`src/rtl/usb_rx_bit_decoder.sv`:
```
// USB receive front end: NRZI decode, SYNC detect, bit unstuffing and EOP detection.
// Define USB_RX_STUFF_ERR_EN to treat a seventh consecutive one as a stuff error.
//
// state    | meaning
// IDLE     | bus idle, waiting for the first SYNC K
// SYNC     | counting the seven SYNC zeros and the closing one
// DATA     | emitting payload bits and dropping stuffed zeros
// SE0_1    | one SE0 seen, a second one completes the EOP
// EOP_WAIT | EOP done, waiting for J to return to idle
// ERR      | packet corrupt, waiting for SE0,SE0 to close it
module usb_rx_bit_decoder (
    input  logic clk,
    input  logic n_rst,
    input  logic d_plus,
    input  logic d_minus,
    input  logic shift_enable,
    output logic data_out,
    output logic data_valid,
    output logic eop,
    output logic stuff_err,
    output logic rcv_active
);

    typedef enum logic [2:0] {
        ST_IDLE,
        ST_SYNC,
        ST_DATA,
        ST_SE0_1,
        ST_EOP_WAIT,
        ST_ERR
    } state_t;

    state_t     state_q;
    logic       prev_dp_q;
    logic [2:0] zero_cnt_q;
    logic [2:0] ones_cnt_q;
    logic       err_se0_q;
    logic       data_out_q;
    logic       data_valid_q;
    logic       eop_q;
    logic       rcv_active_q;
`ifdef USB_RX_STUFF_ERR_EN
    logic       stuff_err_q;
`endif

    logic line_j;
    logic line_k;
    logic line_se0;
    logic line_se1;
    logic decoded;

    assign line_j   = d_plus & ~d_minus;
    assign line_k   = ~d_plus & d_minus;
    assign line_se0 = ~d_plus & ~d_minus;
    assign line_se1 = d_plus & d_minus;
    assign decoded  = (d_plus == prev_dp_q);

    always_ff @(posedge clk or negedge n_rst) begin
        if (!n_rst) begin
            state_q      <= ST_IDLE;
            prev_dp_q    <= 1'b1;
            zero_cnt_q   <= 3'd0;
            ones_cnt_q   <= 3'd0;
            err_se0_q    <= 1'b0;
            data_out_q   <= 1'b0;
            data_valid_q <= 1'b0;
            eop_q        <= 1'b0;
            rcv_active_q <= 1'b0;
`ifdef USB_RX_STUFF_ERR_EN
            stuff_err_q  <= 1'b0;
`endif
        end else begin
            data_valid_q <= 1'b0;
            eop_q        <= 1'b0;
`ifdef USB_RX_STUFF_ERR_EN
            stuff_err_q  <= 1'b0;
`endif
            if (shift_enable) begin
                // SE0 leaves the line idle-high for decoding the next bit
                prev_dp_q <= line_se0 ? 1'b1 : d_plus;
                err_se0_q <= 1'b0;
                case (state_q)
                    ST_IDLE: begin
                        if (line_k) begin
                            state_q      <= ST_SYNC;
                            rcv_active_q <= 1'b1;
                            zero_cnt_q   <= 3'd1;
                        end
                    end
                    ST_SYNC: begin
                        if (line_se0 || line_se1) begin
                            state_q <= ST_ERR;
                        end else if (!decoded && zero_cnt_q != 3'd7) begin
                            zero_cnt_q <= zero_cnt_q + 3'd1;
                        end else if (decoded && zero_cnt_q == 3'd7) begin
                            state_q    <= ST_DATA;
                            ones_cnt_q <= 3'd1;
                        end else begin
                            state_q <= ST_ERR;
                        end
                    end
                    ST_DATA: begin
                        if (line_se0) begin
                            state_q <= ST_SE0_1;
                        end else if (line_se1) begin
                            state_q <= ST_ERR;
                        end else if (decoded) begin
                            if (ones_cnt_q == 3'd6) begin
`ifdef USB_RX_STUFF_ERR_EN
                                stuff_err_q <= 1'b1;
                                state_q     <= ST_ERR;
`else
                                data_out_q   <= 1'b1;
                                data_valid_q <= 1'b1;
`endif
                            end else begin
                                ones_cnt_q   <= ones_cnt_q + 3'd1;
                                data_out_q   <= 1'b1;
                                data_valid_q <= 1'b1;
                            end
                        end else begin
                            ones_cnt_q <= 3'd0;
                            if (ones_cnt_q != 3'd6) begin
                                data_out_q   <= 1'b0;
                                data_valid_q <= 1'b1;
                            end
                        end
                    end
                    ST_SE0_1: begin
                        if (line_se0) begin
                            eop_q   <= 1'b1;
                            state_q <= ST_EOP_WAIT;
                        end else begin
                            state_q <= ST_ERR;
                        end
                    end
                    ST_EOP_WAIT: begin
                        if (line_j) begin
                            state_q      <= ST_IDLE;
                            rcv_active_q <= 1'b0;
                        end else if (line_k || line_se1) begin
                            state_q <= ST_ERR;
                        end
                    end
                    ST_ERR: begin
                        if (line_se0 && err_se0_q) begin
                            eop_q   <= 1'b1;
                            state_q <= ST_EOP_WAIT;
                        end else if (line_se0) begin
                            err_se0_q <= 1'b1;
                        end
                    end
                    default: state_q <= ST_IDLE;
                endcase
            end
        end
    end

    assign data_out   = data_out_q;
    assign data_valid = data_valid_q;
    assign eop        = eop_q;
    assign rcv_active = rcv_active_q;
`ifdef USB_RX_STUFF_ERR_EN
    assign stuff_err  = stuff_err_q;
`else
    assign stuff_err  = 1'b0;
`endif

endmodule

```
`config.mk`:
```
export PLATFORM = sky130hd
export DESIGN_NAME = usb_rx_bit_decoder
export DESIGN_NICKNAME = d
export VERILOG_FILES = /design/src/rtl/usb_rx_bit_decoder.sv
export SDC_FILE = /design/constraint.sdc
export NUM_CORES = 1
export LEC_CHECK = 0
export ABC_CLOCK_PERIOD_IN_PS = 3500
export BUFFER_PORTS_ARGS = -buffer_cell sky130_fd_sc_hd__buf_2
export CAP_MARGIN = 20
export CORE_ASPECT_RATIO = 1.25
export CORE_UTILIZATION = 36
export DETAILED_ROUTE_END_ITERATION = 8
export GPL_ROUTABILITY_DRIVEN = 0
export SYNTH_ARGS = -nofsm -noshare
export SYNTH_HDL_FRONTEND = slang
export SYNTH_SLANG_ARGS = --single-unit
```
`constraint.sdc`:
```
create_clock -name clk -period 3.5 [get_ports clk]
set_input_delay 0.175 -clock clk [delete_from_list [all_inputs] [get_ports clk]]
set_output_delay 0.175 -clock clk [all_outputs]
set_load 0.1 [all_outputs]
```
==> flow_metrics.py <==
metrics = {
    "power_and_ir_drop": {
        "p_total_w": 0.000581,
        "vdd_drop_max_uv": 351,
        "powerDensity_mw_per_mm2": 523,
        "leakagePower_nw": 0.484,
    },
    "final_layout": {
        "fillers": 280,
        "final_common_cell": "dfrtp_1",
        "insertedDiodeCount": 0,
        "syn_to_final_growth_pct": 8.69,
        "nets": 134,
        "layout-drive-gt1-share_pct": 15.3,
        "final_cell_mix": "dfrtp_1 (14), o21ai_0 (11), ha_1 (10)",
    },
    "yosys": {
        "muxShareOfSynthArea_pct": 1.96,
        "synthTopCellsByArea": "dfrtp_1 (34%), ha_1 (12%), o21ai_0 (5.4%)",
        "synthAdderAreaFrac_pct": 12.2,
        "yosys_warnings": 0,
        "seq_area_frac_synth_pct": 36.8,
        "syn_avg_cell_area_sq_um": 9.29,
        "synth_top_area_share_pct": 34.3,
        "syn_area_sq_mm": 0.00102,
        "synth-simple-area-share_pct": 20.2,
        "ys_ff_latch": 15,
        "syn_inst": 110,
        "syn-num-nets": 125,
        "synth_top_cell_by_area": "dfrtp_1",
        "synth_compound_area_share_pct": 21.1,
        "synth_xor_area_share_pct": 2.45,
        "yosysUniqueCellTypes": 40,
        "synth_top_family_by_area": "compound AO/OA/AOI/OAI gates",
    },
    "floorplan": {
        "die_h_um": 61.6,
        "io_pins": 10,
        "row_count": 21,
        "die_x_um": 49.7,
        "initial_core_util_pct": 38.1,
        "core_area_sq_mm": 0.00268,
        "dieArea_sq_mm": 0.00306,
    },
    "worst_setup_path": {
        "cp.arrival_ns": 2.39,
        "r2r-start": "zero_cnt_q[0]$_DFFE_PN0P_",
        "reg2reg_depth": 7,
        "crit_start": "zero_cnt_q[0]$_DFFE_PN0P_",
        "max_stage_delay_ns": 0.50,
        "critical_path_required_ns": 3.70,
        "crit_fanout": 6,
        "crit_path_top_delay_cell": "nor4b_1",
        "worst-setup-path-type": "flop to flop",
        "worstPathCellList": "ha_1 -> ha_1 -> nor4b_1 -> nand3_1 -> a21oi_1 -> nand3_1 -> o21a_1",
        "cp-end-kind": "flop",
        "worst_setup_path_start_kind": "flop",
    },
    "sta": {
        "rsz0062_at_grt": "no",
        "clock_skew_ns": 0.00847,
        "tns_ns": 0,
        "period_needed_ns": 2.19,
        "hold_viol": 0,
        "whs_ns": 0.152,
        "min_period_over_period_pct": 62.5,
        "drv_slew": 0,
        "setup_viol": 0,
        "setup_ws_ns": 1.31,
        "fmax_mhz": 457,
        "slew_headroom_pct": 49.9,
        "worst-slew-pin-transition_ns": 0.750,
    },
    "worst_hold_path": {
        "hp-start": "shift_enable",
        "hold_class": "input port to flop",
        "holdPathStages": 2,
    },
    "clock_network": {
        "cts.clk_slew.worst_paths_ns": 0.10,
        "cts_resized": 0,
        "cts-buffers-inserted": 3,
        "clk_latency_ns": 0.30,
        "postCtsSetupBuffers": 0,
        "clock-sinks": 15,
        "root_buffer": "clkbuf_4",
        "clockBufferDepth": 2,
        "hold_buffers": 1,
        "cts_tree": "done",
        "cts_max_level": 1,
    },
    "run_status": {
        "outcome": "finished clean",
    },
    "route": {
        "wl_per_cell_um": 13.3,
        "drt-initial-drc-count": 27,
        "top_layer": "met4",
        "final_antenna_net_count": 0,
        "met1_length_um": 916,
        "drt_wl_total_um": 2030,
        "viasPerCell": 5.40,
        "firstDrtPassIters": 4,
        "met3_length_um": 47,
        "via_count": 821,
        "route.detailed.drc": 0,
        "met2_wirelength_um": 1010,
    },
    "global_routing": {
        "grt_first_pass_wirelength_um": 3540,
        "grt_overflow": 0,
        "grt_max_degree": 17,
        "grt_pass1_vias": 791,
        "grtUsageTotal_pct": 15.9,
        "antenna_found_initial": 0,
    },
    "placed_design": {
        "dp_hpwl_um": 1470,
        "dp_slack_ns": 1.36,
        "port_buffers": 8,
    },
    "run": {
        "cap_violations": 0,
    },
}
==> worst max-delay path, delay by kind of cell (launching register included) <==
family / cells / cell delay, ns
compound gates: 2 / 0.48
fa+ha+maj: 2 / 0.43
flops: 1 / 0.41
simple gates: 3 / 0.76
==> Yosys cell counts, drive strengths merged <==
| cell | instances |
|---|---|
| a21oi | 4 |
| nor2b | 5 |
| nand4b | 2 |
| or2 | 1 |
| nand4 | 2 |
| a2bb2oi | 1 |
| or3 | 1 |
| a31o | 1 |
| o21ai | 13 |
| nor4b | 1 |
| a2111o | 1 |
| nor2 | 6 |
| a211oi | 1 |
| and3 | 1 |
| xnor2 | 1 |
| o22ai | 1 |
| inv | 5 |
| buf | 4 |
| a22o | 1 |
| o2111a | 1 |
| and2 | 1 |
| a32o | 1 |
| clkbuf | 1 |
| nor3b | 1 |
| a21o | 1 |
| a31oi | 2 |
| nand3 | 7 |
| mux2i | 2 |
| conb | 1 |
| o21a | 2 |
| xor2 | 1 |
| o31ai | 1 |
| a221oi | 1 |
| dfstp | 1 |
| nand2b | 3 |
| ha | 10 |
| nand2 | 7 |
| dfrtp | 14 |
==> per-layer routing <==
metal / global-route usage, % / vias to the layer above
met5: 0 / -
met3: 2.22 / 5
met1: 18.1 / 394
met4: 9.80 / 0
met2: 28.4 / 15
li1: - / 407
==> logic make-up (layout without fill, tap and decap cells) <==
kind of cell | count (synthesis) | after routing
simple gates | 38 | 38
compound gates | 32 | 32
flops | 15 | 15
fa+ha+maj | 10 | 10
buf+inv | 10 | 18
xor+xnor | 2 | 2
mux | 2 | 2
other cells | 1 | 1
==> where the power goes <==
group	internal, W	switching [W]	total (W)
Combinational	0.0000802	0.000142	0.000222
Sequential	0.000203	0.0000489	0.000252
Clock	0.0000427	0.0000637	0.000106
Total	0.000326	0.000254	0.000581
==> state kept, by name, indices dropped and copies added (netlist names) <==
name and count:
data_out 1, data_valid 1, eop 1, err_se0_q 1, ones_cnt_q 3, prev_dp_q 1
rcv_active 1, state_q 3, zero_cnt_q 3
==> layout make-up <==
cell class,count,area (sq um),area share [%]
repair buffers,9,50.0,4.50
well taps,34,42.5,3.83
multi-input cells,85,596,53.6
clock buffers,3,22.5,2.03
inverters,5,18.8,1.69
flip-flops and latches,15,377,33.9
clock inverters,1,5.00,0.450
==> metrics by stage <==
stage	cell area, sq um	instances	utilization, %
3_3_place_gp	1070	147	40.1
6_report	1110	152	41.5
4_1_cts	1110	152	41.5
3_5_place_dp	1070	147	40.1
2_1_floorplan	1020	110	-
5_1_grt	1110	152	41.5
==> final timing paths <==
kind / to / slack (ns)
worst min register to register: data_out$_DFFE_PN0P_ / 0.49
min in group asynchronous: zero_cnt_q[0]$_DFFE_PN0P_ / 0.30
worst max-delay path: zero_cnt_q[0]$_DFFE_PN0P_ / 1.31
worst min-delay path: prev_dp_q$_DFFE_PN1P_ / 0.15
max in group asynchronous: prev_dp_q$_DFFE_PN1P_ / 2.89
worst max register to register: zero_cnt_q[0]$_DFFE_PN0P_ / 1.31
Power figures use the tool's default switching activity.
